### config.mk
export PLATFORM = sky130hd
export DESIGN_NAME = demux_1to16_8bit_reg_flat
export DESIGN_NICKNAME = d
export VERILOG_FILES = /design/src/rtl/demux_1to16_8bit_reg_if.sv /design/src/rtl/demux_1to16_8bit_reg.sv /design/src/flat_wrapper.sv
export SDC_FILE = /design/constraint.sdc
export NUM_CORES = 1
export LEC_CHECK = 0
export CORE_MARGIN = 2
export CORE_UTILIZATION = 50
export CTS_CLUSTER_SIZE = 40
export DETAILED_ROUTE_END_ITERATION = 10
export DONT_BUFFER_PORTS = 1
export PLACE_DENSITY_LB_ADDON = 0.2
export SYNTH_ARGS = -nofsm -noshare
export SYNTH_HDL_FRONTEND = slang
export SYNTH_SLANG_ARGS = --single-unit
### constraint.sdc
create_clock -name clk -period 3.85 [get_ports clk]
set_clock_uncertainty 0.15 [all_clocks]
set_input_delay 0.9625 -clock clk [delete_from_list [all_inputs] [get_ports clk]]
set_output_delay 0.9625 -clock clk [all_outputs]
set_load 0.05 [all_outputs]
### src/rtl/demux_1to16_8bit_reg_if.sv
// Source-side bus of the registered 1-to-16 demux: one input word plus per-channel
// holding outputs and their consume strobes.
interface demux_1to16_8bit_reg_if #(
  parameter int WIDTH = 8,
  parameter int N     = 16,
  parameter int SEL_W = 4
);
  logic [WIDTH-1:0]   I;
  logic [SEL_W-1:0]   sel;
  logic               in_valid;
  logic               in_ready;
  logic [N*WIDTH-1:0] Y;
  logic [N-1:0]       out_valid;
  logic [N-1:0]       out_ack;
  logic [7:0]         drop_cnt;

  modport master (
    output I, sel, in_valid, out_ack,
    input  in_ready, Y, out_valid, drop_cnt
  );

  modport slave (
    input  I, sel, in_valid, out_ack,
    output in_ready, Y, out_valid, drop_cnt
  );
endinterface

### src/rtl/demux_1to16_8bit_reg.sv
// Registered 1-to-16 demux: each channel holds one word until its consumer acks;
// a full channel back-pressures only writes addressed to it.
module demux_1to16_8bit_reg_ch #(
  parameter int WIDTH = 8
) (
  input  logic             clk,
  input  logic             rst_n,
  input  logic             wr_i,
  input  logic [WIDTH-1:0] d_i,
  input  logic             ack_i,
  output logic [WIDTH-1:0] q_o,
  output logic             vld_o
);
  logic [WIDTH-1:0] data_q;
  logic             vld_q;

  // wr_i only fires while empty, so write and ack never collide on one channel
  always_ff @(posedge clk or negedge rst_n) begin
    if (!rst_n) begin
      data_q <= '0;
      vld_q  <= 1'b0;
    end else begin
      if (wr_i) data_q <= d_i;
      if (wr_i)       vld_q <= 1'b1;
      else if (ack_i) vld_q <= 1'b0;
    end
  end

  assign q_o   = data_q;
  assign vld_o = vld_q;
endmodule

module demux_1to16_8bit_reg #(
  parameter int WIDTH = 8,
  parameter int N     = 16,
  parameter int SEL_W = 4
) (
  input  logic                   clk,
  input  logic                   rst_n,
  demux_1to16_8bit_reg_if.slave  bus
);
  logic [N-1:0]            vld;
  logic [N-1:0]            wr;
  logic [N-1:0][WIDTH-1:0] y;
  logic                    rdy;
  logic                    accept;
  logic [7:0]              drop_q, drop_d;

  // ready looks only at registered state; an ack this cycle frees the channel next cycle
  assign rdy    = ~vld[bus.sel];
  assign accept = bus.in_valid & rdy;

  always_comb begin
    wr = '0;
    if (accept) wr[bus.sel] = 1'b1;
  end

  for (genvar g = 0; g < N; g++) begin : g_ch
    demux_1to16_8bit_reg_ch #(.WIDTH(WIDTH)) u_ch (
      .clk   (clk),
      .rst_n (rst_n),
      .wr_i  (wr[g]),
      .d_i   (bus.I),
      .ack_i (bus.out_ack[g]),
      .q_o   (y[g]),
      .vld_o (vld[g])
    );
  end

  always_comb begin
    drop_d = drop_q;
    if (bus.in_valid && !rdy && drop_q != 8'hFF) drop_d = drop_q + 8'd1;
  end

  always_ff @(posedge clk or negedge rst_n) begin
    if (!rst_n) drop_q <= '0;
    else        drop_q <= drop_d;
  end

  assign bus.in_ready  = rdy;
  assign bus.Y         = y;
  assign bus.out_valid = vld;
  assign bus.drop_cnt  = drop_q;
endmodule

### src/flat_wrapper.sv
// flat-port wrapper written by rule: the top's interface ports become plain ports
module demux_1to16_8bit_reg_flat 
#(
  parameter int WIDTH = 8,
  parameter int N     = 16,
  parameter int SEL_W = 4
)
  (clk, rst_n, bus_I, bus_sel, bus_in_valid, bus_out_ack, bus_in_ready, bus_Y, bus_out_valid, bus_drop_cnt);
  demux_1to16_8bit_reg_if #(.WIDTH(WIDTH), .N(N), .SEL_W(SEL_W)) bus_i ();
  input  logic clk;
  input  logic rst_n;
  input wire logic [$bits(bus_i.I)-1:0] bus_I;
  input wire logic [$bits(bus_i.sel)-1:0] bus_sel;
  input wire logic [$bits(bus_i.in_valid)-1:0] bus_in_valid;
  input wire logic [$bits(bus_i.out_ack)-1:0] bus_out_ack;
  output wire logic [$bits(bus_i.in_ready)-1:0] bus_in_ready;
  output wire logic [$bits(bus_i.Y)-1:0] bus_Y;
  output wire logic [$bits(bus_i.out_valid)-1:0] bus_out_valid;
  output wire logic [$bits(bus_i.drop_cnt)-1:0] bus_drop_cnt;
  assign bus_i.I = bus_I;
  assign bus_i.sel = bus_sel;
  assign bus_i.in_valid = bus_in_valid;
  assign bus_i.out_ack = bus_out_ack;
  assign bus_in_ready = bus_i.in_ready;
  assign bus_Y = bus_i.Y;
  assign bus_out_valid = bus_i.out_valid;
  assign bus_drop_cnt = bus_i.drop_cnt;
  demux_1to16_8bit_reg #(.WIDTH(WIDTH), .N(N), .SEL_W(SEL_W)) u_core (.clk(clk), .rst_n(rst_n), .bus(bus_i));
endmodule
==> results of run 1 <==
-- path summary, 6_finish.rpt --
| check | to |
|---|---|
| worst min register to register | u_core.g_ch[11].u_ch.vld_o |
| min in group clk | u_core.g_ch[11].u_ch.vld_o |
| worst max-delay path | bus_in_ready |
| max in group asynchronous | u_core.g_ch[13].u_ch.vld_o |
| worst max register to register | u_core.g_ch[6].u_ch.q_o[3] |
| worst min-delay path | u_core.g_ch[12].u_ch.q_o[1] |
-- layout by cell type, fill, tap and decap left out, types with 2 or more instances in the layout --
cell type   synthesis  final
nand2_2             7      7
and3_1              3      3
nand3_1             5      5
clkinvlp_4          0      2
nand2_1             6      6
o21ai_0             9      9
clkbuf_16           0     17
clkinv_4            0      2
and2_1              6      6
buf_4              21      2
inv_6               0      4
a21o_1              7      7
xnor2_1             7      7
bufinv_16           0      3
nor3b_2             2      2
inv_1              17     17
nor2_1              3      3
dfrtp_1           152    152
mux2_2             95     95
clkinv_2            0      2
mux2_1             33     33
mux4_2              8      8
-- sequential cells by signal, summed over array words and instances, names as in the netlist --
register / cells
u_core.bus.drop_cnt: 8
u_core.g_ch.u_ch.q_o: 128
u_core.g_ch.u_ch.vld_o: 16
-- critical path, cell delays in order (launching register included) --
cell     delay [ps]
dfrtp_1         590
mux4_1          580
mux4_2          600
inv_1           370
-- through the flow --
| stage | setup slack (ps) | hold slack (ps) | util [%] |
|---|---|---|---|
| 2_1_floorplan | 212 | 334 | - |
| 3_3_place_gp | 304 | 521 | 51.4 |
| 3_5_place_dp | 296 | 521 | 51.4 |
| 4_1_cts | 159 | 62.6 | 56.5 |
| 5_1_grt | 111 | 65.4 | 56.5 |
| 6_report | 183 | 84.2 | 56.5 |
-- power groups by stage --
| stage | logic (mW) | clock network (mW) | registers, mW |
|---|---|---|---|
| 2_1_floorplan | 0.385 | 0 | 3.42 |
| 3_3_place_gp | 0.361 | 0 | 3.55 |
| 3_5_place_dp | 0.384 | 0 | 3.56 |
| 4_1_cts | 0.387 | 1.75 | 3.53 |
| 5_1_grt | 0.421 | 1.81 | 3.56 |
| 6_report | 0.380 | 1.71 | 3.52 |
-- per-layer routing --
layer	GRT usage (%)	part of all wire [%]	up-vias
li1	-	-	1382
met2	34.1	49	148
met5	0	0	-
met3	8.21	8.6	26
met1	27.5	40	1730
met4	10.0	2.7	0
-- area by class of cell --
type / count / area (um^2) / share of cell area, %
multi-input cells: 203 / 2110 / 31.0
flip-flops and latches: 152 / 3800 / 55.8
diodes: 1 / 2.50 / 0.0367
repair buffers: 2 / 15.0 / 0.220
clock inverters: 13 / 168 / 2.46
clock buffers: 19 / 443 / 6.50
inverters: 17 / 63.8 / 0.936
well taps: 168 / 210 / 3.08
-- cells by family after synthesis --
| family | count (synthesis) | share of synthesized area (%) |
|---|---|---|
| buffers and inverters | 53 | 4.74 |
| DFF | 152 | 61.3 |
| xor gates and xnor gates | 7 | 0.988 |
| adders and majority gates | 1 | 0.202 |
| muxes | 138 | 26.8 |
| and+or+nand+nor | 40 | 4.31 |
| AOI/OAI and AO/OA | 17 | 1.69 |
==> impl_metrics.ini, run 1 <==
[cts]
cts_buffers = 17
cts.sinks = 152
cts.path.max_buffers = 2
cts_tree = done
clk-insertion-delay-late_ps = 420
cts_root_buf = clkbuf_16
cts_setup_buffers = 0
cts_resized = 0
clk_pin_slew_ps = 60
htreeDepth = 4
cts_hold_buffers = 0

[global_route]
grt_pass1_vias = 3505
antenna_found_initial = 1
grt_overflow = 0
grt_pass1_wl_um = 21200
grt_usage_pct = 21.9
grt_max_degree = 153

[final_layout]
fillers = 977
syn_to_final_growth_pct = 9.80
fin_nets = 425
final_area_mm2 = 0.00682
stdcell_count = 575
drive_above_1_share_pct = 36.7

[run]
max_cap_viol_count = 0

[floorplan]
die_h_um = 115
io_pins = 184
row_count = 40
design.core.area_mm2 = 0.0121
fp.dieArea_mm2 = 0.0133
start_util_pct = 51.5
die_width_um = 115

[setup_path]
crit_path_end_kind = output pin
cp_max_fo = 8
setup.worst_path.start = u_core.g_ch[7].u_ch.vld_o
r2r_slack_ps = 1080
reg2regPathDepth = 4
reg2reg_from = u_core.g_ch[7].u_ch.vld_o
cp.required_ps = 2740
critical_path.startpoint_type = flop
cp_data_arrival_time_ps = 2550
critical_path_class = reg2out

[sta]
finalHoldViolations = 0
fmax_mhz = 273
final-setup-viol-count = 0
relSlewSlack_pct = 47.2
max_slew.worst_pin.slew_ps = 786
period_minus_slack_ps = 3670
period_share_pct = 95.3
rsz0062_at_grt = false
tns_ps = 0
slew_viol_final = 0

[synth]
netlist_area_mm2 = 0.00621
synth_area_per_cell_um2 = 15.2
yosysTopAreaCellShare_pct = 61.3
synth_seq_cells = 152
yosysMostFrequentCell = dfrtp_1
yosys_most_used_dff = dfrtp_1
ys_top_cells_by_area = dfrtp_1 61%, mux2_2 17%, mux2_1 6.0%
synth_cell_types = 31
async_flop_share_pct = 100
synth_edf_count = 0
syn_inst = 408
synth_warnings = 0
syn_nets = 440
synth_seq_area_share_pct = 61.3
synth_commonest_cells = 152 x dfrtp_1, 95 x mux2_2, 33 x mux2_1
synth_top_area_cell = dfrtp_1

[placement]
placed_cells = 542
port_buffers = 0
gp_congestion = 0.804
dp_hpwl_um = 9540
dpl_cell_area_mm2 = 0.00620

[worst_hold_path]
hp-class = in2async

[route]
first_iter_violations = 197
routed-via-count = 3286
drt-pass1-iter-count = 4
ant_nets = 0
wl_per_cell_um = 24.2
drcViolationCount = 0
vias_per_cell = 5.71
routed_wirelength_um = 13900

[power_and_ir_drop]
swShare_pct = 42.4
p_comb_share_pct = 6.8
leakagePower_nw = 3.12
finalPower_mw = 5.62
internal_power_mw = 3.24
p_per_area_mw_per_mm2 = 824
seq_power_share_pct = 62.7
p_sw_mw = 2.38
clkPwrFrac_pct = 30.5
peakVddDrop_mv = 0.486

[outcome]
status = finished, final reports clean
Power figures use the tool's default switching activity.
==> run 2, diff against run 1 <==
CORE_MARGIN = unset   (was 2)
SKIP_CTS_REPAIR_TIMING = 1   (was unset)
==> run 2 against run 1 <==
  * Die area decreased by 3.4%
  * Total power decreased by 0.52%
  * Critical path depth unchanged
  * Combinational power increased by 1%
  * Via count decreased by 1.2%
  * First-iteration DRC count decreased by 13%
  * Critical path type unchanged
  * Worst setup slack improved by 27 ps
  * Global-route usage increased by 0.45 points
  * Fmax increased by 0.74%
  * Sequential share of layout area decreased by 0.10 points
==> impl_metrics.ini, run 2 (synthesis results as in run 1) <==
[sta]
relSlewSlack_pct = 49.0
fmax_mhz = 275
finalHoldViolations = 0
rsz0062_at_grt = false
period_minus_slack_ps = 3640
slew_viol_final = 0
max_slew.worst_pin.slew_ps = 760
period_share_pct = 94.6
tns_ps = 0
final-setup-viol-count = 0

[final_layout]
fillers = 970
multiInputGateArea_mm2 = 0.00211
final_common_cell = dfrtp_1
final_area_mm2 = 0.00683
syn_to_final_growth_pct = 10.0
layout_common_cells = 152 x dfrtp_1, 95 x mux2_2, 33 x mux2_1
antenna_cells = 0
drive_above_1_share_pct = 37.1
fin_nets = 428
largest_reg_flops = 128
register_area_mm2 = 0.00380

[power_and_ir_drop]
p_per_area_mw_per_mm2 = 818
internal_power_mw = 3.27
leakagePower_nw = 3.14
p_sw_mw = 2.32
clkPwrFrac_pct = 30.2
swShare_pct = 41.5
peakVddDrop_mv = 0.389
seq_power_share_pct = 63.0
p_comb_share_pct = 6.9

[cts]
cts.sinks = 152
cts_buffers = 17
clk-insertion-delay-late_ps = 410
htreeDepth = 4
cts_tree = done
clk_pin_slew_ps = 60
cts.path.max_buffers = 2
cts_root_buf = clkbuf_16

[floorplan]
start_util_pct = 51.5
die_h_um = 113
fp.dieArea_mm2 = 0.0129
row_count = 40
design.core.area_mm2 = 0.0121
io_pins = 184
die_width_um = 113

[setup_path]
crit_path_end = bus_in_ready
cp_data_arrival_time_ps = 2530
crit_path_end_kind = output pin
reg2regPathDepth = 4
reg2reg_from = u_core.g_ch[2].u_ch.vld_o
path_common_cell = mux4_2
max_stage_delay_ps = 600
critical_path_class = reg2out
r2r-end = u_core.g_ch[2].u_ch.q_o[0]
cp_max_fo = 8
setup.worst_path.start = u_core.g_ch[10].u_ch.vld_o
worstPathCellList = mux4_2, mux4_2, inv_1
cp_slowest_cell = dfrtp_1
cpLargestDelayFamily = multiplexers
crit_buf_inv = 1
r2r_slack_ps = 1140
cp.required_ps = 2740
critical_path.startpoint_type = flop
cp.depth = 3

[route]
drcViolationCount = 0
drt-pass1-iter-count = 4
vias_per_cell = 5.65
ant_nets = 0
routed-via-count = 3248
first_iter_violations = 172
wl_per_cell_um = 23.6
routed_wirelength_um = 13600

[global_route]
grt_max_degree = 153
grt_pass1_vias = 3469
antenna_found_initial = 0
grt_pass1_wl_um = 20900
grt_usage_pct = 22.4
grt_overflow = 0

[placement]
gp_congestion = 0.822
port_buffers = 0
dp_hpwl_um = 9350
dpl_cell_area_mm2 = 0.00622

[worst_hold_path]
hp-class = in2async

[outcome]
status = finished, final reports clean

[run]
max_cap_viol_count = 0
## run 2: cell types whose count changed in the layout (fill, tap and decap cells not counted), moves of 2 or more
cell and change:
clkbuf_8 +3, clkinv_2 +3, buf_4 +3, clkinv_4 -2
inv_6 -4
## run 2: cell type report
| class | count | area share (%) |
|---|---|---|
| clock buffer | 21 | 7.04 |
| clock inverter | 9 | 1.80 |
| inverter | 17 | 0.935 |
| multi-input combinational | 203 | 30.9 |
| sequential | 152 | 55.7 |
| tap | 168 | 3.08 |
| timing repair buffer | 5 | 0.550 |
## run 2: metal layers
| layer | track usage [%] | wire (um) | vias up |
|---|---|---|---|
| li1 | - | - | 1383 |
| met1 | 26.2 | 5350 | 1728 |
| met2 | 36.2 | 6700 | 117 |
| met3 | 9.51 | 1270 | 20 |
| met4 | 9.74 | 247 | 0 |
| met5 | 0 | 0 | - |
## run 2: stage by stage
stage / utilization, % / std cells / hold slack (ps) / total power [mW] / setup WS (ps)
5_1_grt: 56.6 / 575 / 70.6 / 5.77 / 151
3_5_place_dp: 51.6 / 545 / 522 / 3.94 / 268
3_3_place_gp: 51.6 / 545 / 521 / 3.91 / 303
4_1_cts: 56.6 / 575 / 70.5 / 5.64 / 186
2_1_floorplan: - / 408 / 334 / 3.80 / 212
6_report: 56.6 / 575 / 97.1 / 5.59 / 210
## run 2: worst min path at each step
stage          cells after the start                           to                        from  slack, ps
4_1_cts                            0  u_core.g_ch[13].u_ch.q_o[4]                       rst_n         70
2_1_floorplan                      1   u_core.g_ch[10].u_ch.vld_o  u_core.g_ch[10].u_ch.vld_o        330
5_1_grt                            0   u_core.g_ch[2].u_ch.q_o[1]                       rst_n         70
3_5_place_dp                       0  u_core.g_ch[12].u_ch.q_o[2]                       rst_n        520
3_3_place_gp                       0   u_core.g_ch[4].u_ch.q_o[2]                       rst_n        520
6_report                           0  u_core.g_ch[12].u_ch.q_o[2]                       rst_n        100
## run 2: worst reg2reg max path, delay by kind of cell, from the launching register on
kind / cells / cell delay (ps)
flip-flops: 1 / 590
multiplexers: 2 / 970
AND/OR/NAND/NOR: 2 / 890
## run 2: power by group through the flow
stage | registers, mW | clock network, mW | logic (mW)
finish | 3.52 | 1.69 | 0.384
global route | 3.56 | 1.79 | 0.423
CTS | 3.52 | 1.72 | 0.390
detailed placement | 3.55 | 0 | 0.388
global placement | 3.55 | 0 | 0.367
floorplan | 3.42 | 0 | 0.385
